`src/rtl/phase_sequencer.sv`:
```
// phase_sequencer
//
// Run controller for the arbitrage engine. Launches NUM_PHASES compute engines
// one after another over a start/done handshake and routes the active engine's
// shared-memory request bus onto the single memory port. Each phase is guarded
// by a watchdog; a run can be aborted at any time. It can also re-run
// continuously. Completed runs are counted.
//
// Ports
//   clk, reset      clock, synchronous active-high reset
//   start           begin a run (accepted in IDLE, DONE, FAULT)
//   abort           return to IDLE from any state
//   continuous      re-launch phase 0 automatically after DONE
//   src_in          source vertex, latched when a start is accepted
//   timeout_limit   max WAIT cycles per phase, 0 disables the watchdog
//   phase_start     one-cycle launch pulse per engine
//   phase_done      engine completion pulses
//   eng_addr/eng_data/eng_we  packed engine memory request buses
//   mem_addr/mem_data/mem_we  muxed memory request (combinational)
//   src_out         latched source vertex
//   active_phase    index of the current phase
//   busy/done/error high in LAUNCH-WAIT / DONE / FAULT
//   run_count       completed runs, wraps at 0xFFFF
module phase_sequencer #(
   parameter int NUM_PHASES = 2,
   parameter int ADDR_W     = 8,
   parameter int DATA_W     = 32,
   parameter int TMO_W      = 16
) (
   input  logic                         clk,
   input  logic                         reset,
   input  logic                         start,
   input  logic                         abort,
   input  logic                         continuous,
   input  logic [ADDR_W-1:0]            src_in,
   input  logic [TMO_W-1:0]             timeout_limit,
   output logic [NUM_PHASES-1:0]        phase_start,
   input  logic [NUM_PHASES-1:0]        phase_done,
   input  logic [NUM_PHASES*ADDR_W-1:0] eng_addr,
   input  logic [NUM_PHASES*DATA_W-1:0] eng_data,
   input  logic [NUM_PHASES-1:0]        eng_we,
   output logic [ADDR_W-1:0]            mem_addr,
   output logic [DATA_W-1:0]            mem_data,
   output logic                         mem_we,
   output logic [ADDR_W-1:0]            src_out,
   output logic [2:0]                   active_phase,
   output logic                         busy,
   output logic                         done,
   output logic                         error,
   output logic [15:0]                  run_count
);

   typedef enum logic [2:0] {
      ST_IDLE,
      ST_LAUNCH,
      ST_WAIT,
      ST_DONE,
      ST_FAULT
   } state_t;

   localparam logic [2:0] LAST_PHASE = 3'(NUM_PHASES - 1);

   state_t                  state_q, state_d;
   logic [2:0]              phase_q, phase_d;
   logic [NUM_PHASES-1:0]   phase_start_q, phase_start_d;
   logic [15:0]             run_count_q, run_count_d;
   logic [ADDR_W-1:0]       src_q, src_d;
   logic [TMO_W-1:0]        wdog_q, wdog_d;
   logic                    busy_q, busy_d;
   logic                    done_q, done_d;
   logic                    error_q, error_d;

   logic                    done_sel;
   logic [ADDR_W-1:0]       sel_addr;
   logic [DATA_W-1:0]       sel_data;
   logic                    sel_we;

   // Select the active engine's done bit and memory request. A compare loop is
   // used instead of direct indexing so a 3-bit phase index never reaches
   // past NUM_PHASES.
   always_comb begin
      done_sel = 1'b0;
      sel_addr = '0;
      sel_data = '0;
      sel_we   = 1'b0;
      for (int i = 0; i < NUM_PHASES; i++) begin
         if (phase_q == 3'(i)) begin
            done_sel = phase_done[i];
            sel_addr = eng_addr[i*ADDR_W +: ADDR_W];
            sel_data = eng_data[i*DATA_W +: DATA_W];
            sel_we   = eng_we[i];
         end
      end
   end

   // Next-state and registered-output logic
   always_comb begin
      state_d       = state_q;
      phase_d       = phase_q;
      run_count_d   = run_count_q;
      src_d         = src_q;
      wdog_d        = wdog_q;
      phase_start_d = '0;

      case (state_q)
         ST_IDLE, ST_FAULT: begin
            // FAULT keeps the failing phase index visible until restarted
            if (start) begin
               src_d   = src_in;
               phase_d = 3'd0;
               state_d = ST_LAUNCH;
            end
         end
         ST_LAUNCH: begin
            wdog_d  = '0;
            state_d = ST_WAIT;
         end
         ST_WAIT: begin
            // Completion takes precedence over a watchdog expiry in the same cycle
            if (done_sel) begin
               if (phase_q == LAST_PHASE) begin
                  run_count_d = run_count_q + 16'd1;
                  state_d     = ST_DONE;
               end else begin
                  phase_d = phase_q + 3'd1;
                  state_d = ST_LAUNCH;
               end
            end else begin
               wdog_d = wdog_q + TMO_W'(1);
               // Comparing against limit-1 faults after exactly limit WAIT cycles
               if ((timeout_limit != '0) && (wdog_q == timeout_limit - TMO_W'(1))) begin
                  state_d = ST_FAULT;
               end
            end
         end
         ST_DONE: begin
            if (start) begin
               src_d   = src_in;
               phase_d = 3'd0;
               state_d = ST_LAUNCH;
            end else if (continuous) begin
               phase_d = 3'd0;
               state_d = ST_LAUNCH;
            end
         end
         default: begin
            state_d = ST_IDLE;
         end
      endcase

      // Abort overrides everything that happened above; counters and the
      // latched source are kept, only the sequencing position is dropped.
      if (abort) begin
         state_d     = ST_IDLE;
         phase_d     = 3'd0;
         run_count_d = run_count_q;
         src_d       = src_q;
         wdog_d      = '0;
      end

      // Outputs are decoded from the next state so they appear registered
      if (state_d == ST_LAUNCH) begin
         for (int i = 0; i < NUM_PHASES; i++) begin
            phase_start_d[i] = (phase_d == 3'(i));
         end
      end
      busy_d  = (state_d == ST_LAUNCH) || (state_d == ST_WAIT);
      done_d  = (state_d == ST_DONE);
      error_d = (state_d == ST_FAULT);
   end

   always_ff @(posedge clk) begin
      if (reset) begin
         state_q       <= ST_IDLE;
         phase_q       <= 3'd0;
         phase_start_q <= '0;
         run_count_q   <= 16'd0;
         src_q         <= '0;
         wdog_q        <= '0;
         busy_q        <= 1'b0;
         done_q        <= 1'b0;
         error_q       <= 1'b0;
      end else begin
         state_q       <= state_d;
         phase_q       <= phase_d;
         phase_start_q <= phase_start_d;
         run_count_q   <= run_count_d;
         src_q         <= src_d;
         wdog_q        <= wdog_d;
         busy_q        <= busy_d;
         done_q        <= done_d;
         error_q       <= error_d;
      end
   end

   // Memory port is combinational from registered state so the engine sees
   // no extra latency to memory; outside a run the port is held quiet.
   always_comb begin
      mem_addr = '0;
      mem_data = '0;
      mem_we   = 1'b0;
      if ((state_q == ST_LAUNCH) || (state_q == ST_WAIT)) begin
         mem_addr = sel_addr;
         mem_data = sel_data;
         mem_we   = sel_we;
      end
   end

   assign phase_start  = phase_start_q;
   assign src_out      = src_q;
   assign active_phase = phase_q;
   assign busy         = busy_q;
   assign done         = done_q;
   assign error        = error_q;
   assign run_count    = run_count_q;

endmodule

```
`config.mk`:
```
export PLATFORM = sky130hd
export DESIGN_NAME = phase_sequencer
export DESIGN_NICKNAME = d
export VERILOG_FILES = /design/src/rtl/phase_sequencer.sv
export SDC_FILE = /design/constraint.sdc
export NUM_CORES = 1
export LEC_CHECK = 0
export CORE_UTILIZATION = 40
export CTS_CLUSTER_DIAMETER = 150
export DETAILED_ROUTE_END_ITERATION = 6
export PLACE_DENSITY = 0.81
export SLEW_MARGIN = 20
export SYNTH_ARGS = -nofsm -noshare
export SYNTH_HDL_FRONTEND = slang
export SYNTH_SLANG_ARGS = --single-unit
```
`constraint.sdc`:
```
create_clock -name clk -period 3.2 [get_ports clk]
set_clock_uncertainty 0.2 [all_clocks]
set_input_delay 0.64 -clock clk [delete_from_list [all_inputs] [get_ports clk]]
set_output_delay 0.64 -clock clk [all_outputs]
set_load 0.01 [all_outputs]
```
==> qor.txt, run 1 <==
Power share of the clock group: 0.284
Max VDD drop: 0.000199 V
CTS sink count: 51
Hold-fix buffers, CTS: 0
Avg Inst Size Synth: 7.58 µm²
Max Slew Vio Count: 0
Final Net Count: 778
TritonCTS clock tree: built
Post-synth ARST share: 0
Switch Pwr: 388 µW
Outcome: finished clean
Tot GR Track Use: 0.261
Syn_nets: 586
Die height: 96.1 µm
Register area: 1030 µm²
H-tree Lvls: 2
Estimated wirelength of the detail-placed design: 9890 µm
Sequential-to-total area share from yosys stat: 0.288
Layout Utilization: 0.706
Int Pwr: 1.03 mW
Area contributors post-synth: dfxtp_1, nor2_1, a22oi_1, xnor2_1, clkbuf_1
Number of flops mapped to enable cells by yosys: 0
Area Overhead vs Synth: 67.1%
Endpoint class of the critical path: output port
Yosys cell types: 58
DIE WIDTH: 96.1 µm
Final Cell Area: 5920 µm²
Clock Root Buffer: clkbuf_8
Clock transition at path regs: 0.10 ns
Die area: 9240 µm²
Critical path arrival: 2.27 ns
Pre-Repair DR Iteration Count: 5
GP Congestion: 0.884
Synth warn: 0
Layout cell share with drive strength beyond 1: 0.0970
WL/cell: 16.5 µm
Main synth FF type: dfxtp_1
Fill cells: 645
Slowest stage delay, CP: 0.55 ns
Cell family with most CP delay: buffers and inverters
CP startpoint kind: flop
Clock Path Buffers: 2
Syn Std Cell Area: 3540 µm²
Sw frac: 0.274
Sequential power share: 0.456
Top cells by count, synth: nor2_1, dfxtp_1, a22oi_1
Max_cap viols: 0
Slowest cell on the critical path: clkdlybuf4s50_1
CP Buf/Inv Count: 3
Power Dens Cells: 239 nW/µm²
Via-to-Cell Ratio: 5.51
Syn Inst Count: 467
Register bit total from synthesis: 51
Final WL: 12600 µm
Via count: 4212
Remaining antenna violation count after routing: 0
Largest area contributor in the netlist: dfxtp_1
Share of the synthesized area in the top cell type: 0.288
Comb power frac: 0.259
Worst min-delay path category: reg2reg
Final worst path period need: 3.11 ns
Worst slew margin: 0.421
Initial antenna violation count: 0
# rows: 33
Worst-Skew Late Latency: 0.31 ns
Area of the multi-input gates: 2390 µm²
DRC violations left: 0
CP cell instances: inv_1 -> ha_2 -> nor3b_4 -> buf_12 -> a22oi_1 -> nor2_1 -> clkdlybuf4s50_1
Buffers on Ports: 185
DR iter-0 viols: 208
Final setup violation count: 0
Sum of negative setup slack: 0 ns
Final Hold Slack: 0.314 ns
Largest net degree at the start of global routing: 42
First-pass GRT wire length: 18700 µm
Floorplan core area: 8380 µm²
Initial Util: 0.423
Ports: 186
Gr ovfl total: 0
Area of placed instances: 5640 µm²
Fmax: 322 MHz
Vias in the first global route: 3967
Final Hold Viols: 0
WS Path Type: reg2out
Most frequent cell after synthesis: nor2_1
N_diodes: 0
Tcrit/Tclk final: 0.972
Leak: 2.61 nW
CTS Buf Count: 5
Critical Path RT: 2.36 ns
Max FO, Critical Path: 11
Worst slew pin tran: 0.863 ns
==> power groups by stage <==
stage / Clock [mW] / Combinational, mW / Sequential (mW)
2_1_floorplan: 0 / 0.126 / 0.663
3_3_place_gp: 0 / 0.360 / 0.661
3_5_place_dp: 0 / 0.367 / 0.662
5_1_grt: 0.430 / 0.394 / 0.648
6_report: 0.403 / 0.368 / 0.646
4_1_cts: 0.404 / 0.369 / 0.647
==> cell usage in the layout (no fill, tap or decap), types with 4 or more instances in the layout <==
master	n
nor3b_1	5
nor3_1	9
o211ai_1	4
mux2i_1	10
dfxtp_1	48
xor2_1	10
clkbuf_8	5
mux2_2	4
nand3b_1	5
clkdlybuf4s50_1	154
o21ai_0	15
nor4_1	5
nand3_1	11
a21oi_1	20
and3_1	4
dlymetal6s2s_1	29
nand2_1	16
inv_1	15
or3_1	9
or2_2	4
and2_1	4
a21o_1	4
nor2_1	95
a22oi_1	42
ha_1	4
nand2b_1	5
or4_1	5
nand4_1	5
xnor2_1	28
nor4b_1	6
buf_4	26
==> metrics by stage <==
step	power [mW]	setup slack [ns]	instances
floorplan	0.788	0.254	467
global placement	1.02	-0.121	752
detailed placement	1.03	-0.239	752
CTS	1.42	0.000236	762
global route	1.47	-0.0129	765
finish	1.42	0.0896	765
==> cell families after synthesis <==
family          synth area share
simple gates               0.296
compound gates             0.210
flops                      0.288
buf+inv                   0.0491
xor+xnor                  0.0940
mux                       0.0410
fa+ha+maj                 0.0212
==> state kept, by name, indices dropped and copies added, names as in the netlist <==
signal        flops
src_out           8
phase_start       2
busy              1
state_q           3
wdog_q           16
active_phase      3
done              1
error             1
run_count        16
==> worst paths after layout <==
kind | startpoint | end | slack [ns] | cells past startpoint
max | active_phase[1]$_SDFF_PP0_ | mem_data[25] | 0.09 | 7
min | src_out[0]$_SDFFE_PP0P_ | src_out[0]$_SDFFE_PP0P_ | 0.31 | 2
max reg2reg | active_phase[1]$_SDFF_PP0_ | phase_start[1]$_SDFF_PP0_ | 0.70 | 8
min reg2reg | src_out[0]$_SDFFE_PP0P_ | src_out[0]$_SDFFE_PP0P_ | 0.31 | 2
==> worst min-delay path: stages, from the launching register on <==
cell,delay (ns)
dfxtp_1,0.34
mux2i_1,0.07
nor2_1,0.08
==> layout make-up <==
cell class | instances | area share
multi-input combinational | 370 | 0.404
clock buffer | 5 | 0.0116
sequential | 51 | 0.174
inverter | 15 | 0.00951
clock inverter | 3 | 0.00444
tap | 105 | 0.0222
timing repair buffer | 216 | 0.375
==> per-layer routing <==
layer / routed length (µm) / global-route usage / vias to the layer above
li1: - / - / 2061
met1: 4880 / 0.295 / 1970
met2: 6790 / 0.492 / 158
met3: 654 / 0.0411 / 23
met4: 289 / 0.0846 / 0
met5: 0 / 0 / -
==> what timing repair did <==
item	CTS	global route
buffers inserted	1	2
endpoints found under the setup margin	41	42
cloned	1	1
pin swaps	1	1
resized for setup	6	38
Power figures use the tool's default switching activity.
==> run 2: changes to the inputs <==
--- a/config.mk
+++ b/config.mk
@@ -5,8 +5,9 @@
 export SDC_FILE = /design/constraint.sdc
 export NUM_CORES = 1
 export LEC_CHECK = 0
+export CORE_ASPECT_RATIO = 1.75
 export CORE_UTILIZATION = 40
-export CTS_CLUSTER_DIAMETER = 150
+export CTS_CLUSTER_DIAMETER = 60
 export DETAILED_ROUTE_END_ITERATION = 6
 export PLACE_DENSITY = 0.81
 export SLEW_MARGIN = 20
==> run 2 against run 1 <==
Effect of this change:
- clock power increased by 38%
- setup slack better by 0.016 ns
- register-to-register slack worse by 0.08 ns
- total power is 11% higher
- critical path type unchanged
- highest routed layer unchanged
==> qor.txt, run 2 (synthesis results as in run 1) <==
Hold Path Origin: src_out[6]$_SDFFE_PP0P_
Tot GR Track Use: 0.256
Final setup violation count: 0
Final std cells w/o fill: 774
FF-to-FF Start: active_phase[0]$_SDFF_PP0_
Critical Path RT: 2.36 ns
Commonest non-fill, non-tap cell in the layout: clkdlybuf4s50_1
Tcrit/Tclk final: 0.967
Final Hold Viols: 0
Final Hold Slack: 0.304 ns
Fill cells: 697
Worst-Skew Late Latency: 0.29 ns
WL met3: 592 µm
Gr ovfl total: 0
Largest net degree at the start of global routing: 43
# rows: 45
Final Cell Area: 5890 µm²
Routed wire length on met2: 6670 µm
Register area: 1020 µm²
Hold-fix buffers, CTS: 0
Leak: 2.15 nW
First-pass GRT wire length: 18800 µm
Floorplan core area: 8610 µm²
Final WL: 12000 µm
N_diodes: 0
Clock Root Buffer: clkbuf_16
Pre-Repair DR Iteration Count: 5
Via count: 4250
CTS Buf Count: 5
Max Slew Vio Count: 0
Initial antenna violation count: 0
Outcome: finished clean
Max FO, Critical Path: 21
Power Dens Cells: 267 nW/µm²
GP Congestion: 0.818
Remaining antenna violation count after routing: 0
Clock Path Buffers: 2
Area of the multi-input gates: 2410 µm²
Cell Count Post-Placement: 765
Buffers on Ports: 185
Max_cap viols: 0
Routed length on met1: 4250 µm
CP startpoint: active_phase[0]$_SDFF_PP0_
Highest metal used: met4
WL/cell: 15.5 µm
H-tree Lvls: 2
DR iter-0 viols: 211
Postcts setup bufs: 0
Endpoint class of the critical path: output port
Estimated wirelength of the detail-placed design: 9410 µm
Area Overhead vs Synth: 66.3%
CP startpoint kind: flop
Fmax: 323 MHz
Via-to-Cell Ratio: 5.49
Vias in the first global route: 4129
WS Path Type: reg2out
Layout cell share with drive strength beyond 1: 0.0959
Ports: 186
TritonCTS clock tree: built
Worst setup margin: 0.106 ns
Final Net Count: 775
Die area: 9250 µm²
Worst slew pin tran: 0.598 ns
Post_cts resized: 0
Max VDD drop: 0.000286 V
Clock transition at path regs: 0.07 ns
Die height: 126 µm
DRC violations left: 0
DIE WIDTH: 73.1 µm
Critical path arrival: 2.25 ns
Commonest cells after routing, fill and taps aside: clkdlybuf4s50_1, nor2_1, dfxtp_1
Worst min-delay path category: reg2reg
Final worst path period need: 3.09 ns
Worst slew margin: 0.601
Initial Util: 0.411
Area of placed instances: 5660 µm²
DP Worst Slack: -0.235 ns
CTS sink count: 51
Sum of negative setup slack: 0 ns
-- run 2: changes by cell type in the layout (fill, tap and decap cells not counted), moves of 2 or more --
| cell | delta |
|---|---|
| clkbuf_16 | +5 |
| clkbuf_8 | -5 |
| clkdlybuf4s50_1 | +28 |
| dfxtp_1 | +2 |
| dlygate4sd2_1 | -2 |
| dlymetal6s2s_1 | -26 |
| inv_6 | -2 |
-- run 2: report_power, final --
part | internal (mW) | leakage [nW] | total (mW) | switching [mW]
Combinational | 0.229 | 1.67 | 0.369 | 0.140
Clock | 0.299 | 0.0759 | 0.558 | 0.259
Sequential | 0.641 | 0.413 | 0.647 | 0.00531
-- run 2: area by class of cell --
| type | instances | share of cell area |
|---|---|---|
| clock buffer | 5 | 0.0212 |
| clock inverter | 3 | 0.00489 |
| inverter | 15 | 0.00956 |
| multi-input combinational | 370 | 0.409 |
| sequential | 51 | 0.174 |
| tap | 117 | 0.0249 |
| timing repair buffer | 213 | 0.357 |
-- run 2: final timing paths --
check / end / slack [ns] / cells after the start
setup / recovery: mem_data[1] / 0.11 / 7
setup reg to reg: run_count[13]$_SDFFE_PP0P_ / 0.62 / 7
hold reg to reg: src_out[6]$_SDFFE_PP0P_ / 0.30 / 2
hold / removal: src_out[6]$_SDFFE_PP0P_ / 0.30 / 2
-- run 2: per-layer routing --
metal | GRT usage | vias up
met3 | 0.0437 | 34
met1 | 0.259 | 1995
met2 | 0.487 | 166
li1 | - | 2055
met4 | 0.121 | 0
met5 | 0 | -
-- run 2: worst max-delay path, cell delays in order (launching register included) --
cell and delay [ns]:
dfxtp_1 0.37, inv_1 0.10, ha_2 0.21, nor3b_4 0.26, buf_6 0.25, a22oi_1 0.11, nor2_1 0.11, clkdlybuf4s50_1 0.55
-- run 2: stage by stage --
stage	utilization	power, mW
2_1_floorplan	-	0.788
3_3_place_gp	0.657	1.02
3_5_place_dp	0.657	1.03
4_1_cts	0.675	1.58
5_1_grt	0.684	1.63
6_report	0.684	1.57
